`config.mk`:
```
export PLATFORM = sky130hd
export DESIGN_NAME = clk_div_sched
export DESIGN_NICKNAME = d
export VERILOG_FILES = /design/src/rtl/clk_div_sched.sv
export SDC_FILE = /design/constraint.sdc
export NUM_CORES = 1
export LEC_CHECK = 0
export CAP_MARGIN = 30
export CORE_MARGIN = 1
export CORE_UTILIZATION = 60
export DETAILED_ROUTE_END_ITERATION = 16
export PLACE_DENSITY = 0.85
export SLEW_MARGIN = 30
export SYNTH_ARGS = -nofsm -noshare
export SYNTH_HDL_FRONTEND = slang
export SYNTH_SLANG_ARGS = --single-unit
```
`constraint.sdc`:
```
create_clock -name sys_clk -period 7.3 [get_ports sys_clk]
set_input_delay 0.73 -clock sys_clk [delete_from_list [all_inputs] [get_ports sys_clk]]
set_output_delay 0.73 -clock sys_clk [all_outputs]
set_load 0.03 [all_outputs]
```
`src/rtl/clk_div_sched.sv`:
```
// Programmable clock divider with glitch-free ratio changes on period boundaries.
// Define CLK_DIV_ODD_EN to accept odd ratios >= 3 (high floor(N/2), low ceil(N/2)).
module clk_div_sched #(
    parameter int DIV_W   = 8,
    parameter int DEF_DIV = 6
) (
    input  logic             sys_clk,
    input  logic             sys_rst_n,
    input  logic             en,
    input  logic             cfg_req,
    input  logic [DIV_W-1:0] cfg_div,
    output logic             cfg_ack,
    output logic             cfg_err,
    output logic             busy,
    output logic [DIV_W-1:0] cur_div,
    output logic             div_clk,
    output logic             div_tick
);

    typedef enum logic [1:0] {
        IDLE = 2'd0,
        RUN  = 2'd1,
        STOP = 2'd2
    } state_t;

    localparam logic [DIV_W-1:0] ONE = DIV_W'(1);
    localparam logic [DIV_W-1:0] TWO = DIV_W'(2);

    state_t           state, state_n;
    logic [DIV_W-1:0] cnt, cnt_n;
    logic [DIV_W-1:0] div_n;
    logic [DIV_W-1:0] pend, pend_n;
    logic             busy_n, ack_n, err_n;
    logic             clk_n, tick_n;
    logic             legal, take, bnd;

    always_ff @(posedge sys_clk or negedge sys_rst_n) begin
        if (!sys_rst_n) begin
            state    <= IDLE;
            cnt      <= '0;
            cur_div  <= DIV_W'(DEF_DIV);
            pend     <= '0;
            busy     <= 1'b0;
            cfg_ack  <= 1'b0;
            cfg_err  <= 1'b0;
            div_clk  <= 1'b0;
            div_tick <= 1'b0;
        end else begin
            state    <= state_n;
            cnt      <= cnt_n;
            cur_div  <= div_n;
            pend     <= pend_n;
            busy     <= busy_n;
            cfg_ack  <= ack_n;
            cfg_err  <= err_n;
            div_clk  <= clk_n;
            div_tick <= tick_n;
        end
    end

    always_comb begin
`ifdef CLK_DIV_ODD_EN
        legal = (cfg_div >= TWO);
`else
        legal = (cfg_div >= TWO) && !cfg_div[0];
`endif
    end

    assign take = cfg_req && !busy;
    assign bnd  = (state != IDLE) && (cnt == cur_div - ONE);

    always_comb begin
        state_n = state;
        cnt_n   = cnt;
        div_n   = cur_div;
        pend_n  = pend;
        busy_n  = busy;
        ack_n   = 1'b0;
        err_n   = 1'b0;

        unique case (state)
            IDLE: begin
                cnt_n = '0;
                if (en) state_n = RUN;
            end
            RUN: begin
                cnt_n = bnd ? '0 : cnt + ONE;
                if (!en) state_n = STOP;
            end
            STOP: begin
                cnt_n = bnd ? '0 : cnt + ONE;
                if (en)       state_n = RUN;
                else if (bnd) state_n = IDLE;
            end
            default: begin
                state_n = IDLE;
                cnt_n   = '0;
            end
        endcase

        // Ratio only moves while stopped or exactly at a period boundary
        if (take && !legal) begin
            err_n = 1'b1;
        end else if (take && (state == IDLE || bnd)) begin
            div_n = cfg_div;
            ack_n = 1'b1;
        end else if (take) begin
            pend_n = cfg_div;
            busy_n = 1'b1;
        end

        if (busy && bnd) begin
            div_n  = pend;
            busy_n = 1'b0;
            ack_n  = 1'b1;
        end

        clk_n  = (state_n != IDLE) && (cnt_n < (div_n >> 1));
        tick_n = (state_n != IDLE) && (cnt_n == '0);
    end

endmodule
```
== Yosys cells after proc, flatten, opt, wreduce, memory -nomap -nowiden ==
Cells that the tools add are included.
Storage, ports and cells
  bits of input ports: 12
  output and inout bits: 13
  bits in registers: 31
Operators by class
  reductions and logical operators: 22
  add/sub/neg operators: 2
  $lt $le $gt $ge: 2
  mux-type cells: 18
  equality and inequality tests: 5
  bitwise operators: 2
Operators with widths (count)
  8-bit 2-to-1 mux: 5
  8-bit by 1-bit adder with 8-bit output, second input constant: 1
  8-bit equality test: 1
  8-bit by 2-bit >= comparator with 1-bit output, second input constant: 1
  1-bit logical AND: 8
  8-bit zero test: 1
  8-bit by 7-bit less-than comparator with 1-bit output: 1
  1-bit 2-to-1 mux: 8
  2-bit 2-to-1 mux: 4
  2-bit nonzero test: 4
  8-bit by 1-bit subtractor with 8-bit output, second input constant: 1
  2-bit one-hot mux with 3 select lines: 1
  3-bit AND reduction: 2
  2-bit by 1-bit != test with 1-bit output, second input constant: 2
  1-bit zero test: 3
  2-bit by 1-bit equality test with 1-bit output, second input constant: 1
  2-bit equality test, second input constant: 1
  2-bit zero test: 1
  1-bit inverter: 2
  2-bit AND reduction: 1
  2-bit OR reduction: 1
  1-bit logical OR: 1

== Depth between registers and ports, before layout ==
  depth in word-level cells: 10
  depth in mapped cells: 16

== Worst setup path after synthesis ==
OpenSTA, ideal clock, no wires.
  kind: reg2reg
  start point: register cur_div[1]
  end point: register div_clk
  path slack: 3.833 ns
  clock period less this slack: 3.467 ns
  path buffers: 0
  required time: 7.234 ns
  cell stages (with the launch flop): 17
  arrival time: 3.401 ns
  cells stage by stage: dfstp_2 > inv_1 > ha_1 > nor3b_2 > and3_1 > nor4_2 > a21boi_2 > and2_4 > o21a_4 > mux2_4 > mux2i_1 > ha_1 > o21a_1 > o21ai_0 > a21oi_1 > nor2_1 > o311a_1
On the way
  cells in the longest elaborated chain, start to end: 10
  elaborated cells between the ends (all ways): 17
  classes of those cells: add/sub (1); order compare (1); eq/ne (1); mux (8); reduce/logical (6)
Ends and longest elaborated chain
  start: declaration: line 15  | output logic [DIV_W-1:0] cur_div,
  start signal: assignment: line 41  | cur_div <= DIV_W'(DEF_DIV);
  start signal: assignment: line 51  | cur_div <= div_n;
  8-bit by 1-bit subtractor with 8-bit output: line 70  | assign bnd = (state != IDLE) && (cnt == cur_div - ONE);
  8-bit equality test: line 70
  1-bit logical AND: line 70
  1-bit logical OR: line 104  | end else if (take && (state == IDLE || bnd)) begin
  1-bit logical AND: line 104
  8-bit 2-to-1 mux: line 104
  8-bit 2-to-1 mux: line 102  | if (take && !legal) begin
  8-bit 2-to-1 mux: line 112  | if (busy && bnd) begin
  8-bit by 7-bit less-than comparator with 1-bit output: line 118  | clk_n = (state_n != IDLE) && (cnt_n < (div_n >> 1));
  1-bit logical AND (*): line 118
  net clk_n: line 34  | logic clk_n, tick_n;
  end signal: assignment: line 56  | div_clk <= clk_n;
  end: declaration: line 16  | output logic div_clk,
The timed path passes the listed nets; every way through them passes the cells marked *. The select of a mux whose other input is x is not followed.
A chain may end at the register's enable or synchronous reset.

== Worst setup path in the final report ==
Ends and elaborated chain as after synthesis.

==> run summary <==
Sw Share = 42.4%
Most used routing layer = met2
Final instance area = 2420 um2
Cts hold-fix bufs = 0
Tot GR Track Use = 28.1%
Post-Syn Nets = 216
Fill cells = 229
Clk sinks = 31
Register area share after synthesis = 37.7%
Cell count after synthesis = 192
Max-slew violations = 0
Worst Tran Pin Value = 456 ps
Die area = 3680 um2
WP data arrival = 3940 ps
Status = finished, final reports clean
TritonCTS Buffers = 5
Cell internal pwr = 567 uW
Total gr overflow = 0
Worst path cell trace = inv_1 -> ha_1 -> nor3b_2 -> and3_1 -> nor4_2 -> a21boi_2 -> and2_4 -> o21a_4 -> mux2_4 -> mux2i_1 -> ha_1 -> o21a_1 -> o21ai_0 -> a21oi_1 -> nor2_1 -> o311a_1
Hold Vio Cnt, Final = 0
DR pass1 iterations = 4
Area growth syn-to-layout = 17.2%
Hold/Removal Path Class = register to register
Clock Power Share = 14.2%
Initial antenna violation count = 0
RD Place Congestion = 0.897
Crit path max-delay cell type = dfstp_2
Peak VDD IR = 203 uV
Vias in the first global route = 1587
Die Span X = 60.7 um
Setup TNS = 0 ps
HPWL Detailed = 3.31 mm
Synth Warn # = 0
Most used cell, CP = ha_1
Post-cts gate resize count = 0
H-Tree Depth = 2
Routed Antenna Nets = 0
Worst-path fanout max = 6
Slew Limit Headroom = 69.3%
First-pass GRT wire length = 7.38 mm
Share of post-route cells with drive strength above 1 = 16.0%
Async S/R FF share, synth = 100%
Core ar. = 3150 um2
Max frequency = 273 MHz
Synthesis-stage register bit count = 31
Row count = 20
Worst setup EP type = register
Worst Setup Start Kind = register
Sequential Power Share = 31.5%
Starting DRT DRC Count = 120
Global-route met2 utilization = 46.2%
Area occupied by multi-input gates = 1230 um2
DRC Markers = 0
Nets@finish = 242
Post-synth EDFFs = 0
Largest net degree at the start of global routing = 32
Power Density = 407 nW/um2
Vias after detailed routing = 1567
Max clock buf depth = 2
Global routing usage on met1 = 35.0%
Setup Skew = 7.78 ps
Synth cell types = 53
CP max stage delay = 560 ps
MaxCap Viol Count = 0
NetSw = 417 uW
Placed Area = 2330 um2
Crit path time final = 3670 ps
Post-Syn Area = 2060 um2
Number of inserted diodes = 0
Comb pwr share = 54.3%
Die outline height = 60.7 um
Critical Path RT = 7570 ps
I/O pin count = 25
FF+latch area = 778 um2
Crit Path Class = register to register
Routed wire length per instance = 17.1 um
Clock transition at the registers of the reported paths = 90 ps
Root Driver = clkbuf_4
Mean Syn Cell Area = 10.8 um2
Pleak = 0.00111 uW
Met3 Use GR = 6.40%
Synth Flop Type = dfrtp_1
Setup violations, final = 0
Worst-Skew Late Latency = 330 ps
Fin crit share = 50.2%
WL final = 4.50 mm
TritonCTS clock tree = built
Port buffer count = 24
Postcts setup bufs = 0
Initial Utilization = 65.5%
DR vias/cell = 5.96
RSZ-0062 raised after global routing = false
final timing paths:
path	cells after the start	end	slack, ps	start
worst max-delay path	16	div_clk	3630	cur_div[1]
worst min-delay path	1	pend[6]	530	pend[6]
worst max register to register	16	div_clk	3630	cur_div[1]
worst min register to register	1	pend[6]	530	pend[6]
max in group asynchronous	2	cur_div[1]	6200	sys_rst_n
min in group asynchronous	2	cur_div[0]	780	sys_rst_n
cell families (layout without fill, tap and decap cells):
family	after synthesis	after routing	synth area share (%)
compound gates	27	27	9.82
xor+xnor	14	14	5.94
fa+ha+maj	12	12	7.27
buf+inv	12	39	2.73
flops	31	31	37.7
mux	26	26	15.6
simple gates	70	70	21.0
per-stage QoR:
step / utilization, % / hold WS, ps / total power (uW) / setup WS (ps) / cells
4_1_cts: 76.7 / 535 / 987 / 3640 / 263
5_1_grt: 76.7 / 559 / 1050 / 3460 / 263
3_5_place_dp: 74.0 / 510 / 840 / 3620 / 255
6_report: 76.7 / 529 / 984 / 3630 / 263
2_1_floorplan: - / 434 / 685 / 3830 / 192
3_3_place_gp: 74.0 / 492 / 816 / 3740 / 255
power groups by stage:
stage | clock (uW) | sequential [uW] | combinational [uW]
2_1_floorplan | 0 | 350 | 336
3_3_place_gp | 0 | 308 | 508
3_5_place_dp | 0 | 314 | 526
4_1_cts | 143 | 310 | 534
5_1_grt | 151 | 319 | 583
6_report | 140 | 310 | 535
critical path, delay by kind of cell (launching register included):
| family | cells | cell delay [ps] |
|---|---|---|
| adders and majority gates | 2 | 440 |
| AOI/OAI and AO/OA | 6 | 1100 |
| buffers and inverters | 1 | 80 |
| DFF | 1 | 560 |
| and+or+nand+nor | 5 | 960 |
| muxes | 2 | 460 |
sequential cells by signal, indices dropped and copies added (netlist names):
signal / cells
busy: 1
cfg_ack: 1
cfg_err: 1
cnt: 8
cur_div: 8
div_clk: 1
div_tick: 1
pend: 8
state: 2
cells in the final DEF (no fill, tap or decap), types with 3 or more instances in the layout:
cell and count:
mux2i_1 7, ha_1 12, and3_1 3, nand3_1 6, a21oi_1 6, nor2_1 22
inv_1 6, nand2_1 8, clkdlybuf4s50_1 24, xor2_1 8, nor2b_1 3, o21ai_0 4
clkbuf_4 5, mux2_4 10, nor3_1 3, dfrtp_1 29, xnor2_1 6, mux2_1 7
final cells by class:
cell class              instances  area share (%)
flip-flops and latches         31            32.2
clock buffers                   6            2.12
multi-input cells             149            50.8
well taps                      44            2.28
clock inverters                 2            1.45
repair buffers                 25            10.2
inverters                       6           0.931
cells in the mapped netlist, types with 4 or more instances:
cell     number  share of area [%]
nor2_1       22                4.0
mux2i_1       7                3.4
xnor2_1       6                2.5
a21oi_1       6                1.5
mux2_4       10                7.3
xor2_1        8                3.4
ha_1         12                7.3
o21ai_0       4               0.97
inv_1         6                1.1
nand2_1       8                1.5
dfrtp_1      29                 35
nand3_1       6                1.5
mux2_1        7                3.8
per-layer routing:
metal,vias to the layer above,part of all wire (%)
met2,64,48
li1,742,-
met1,746,43
met4,0,3.1
met5,-,0
met3,15,5.6
Note: power is estimated with default switching activity, not from simulation.
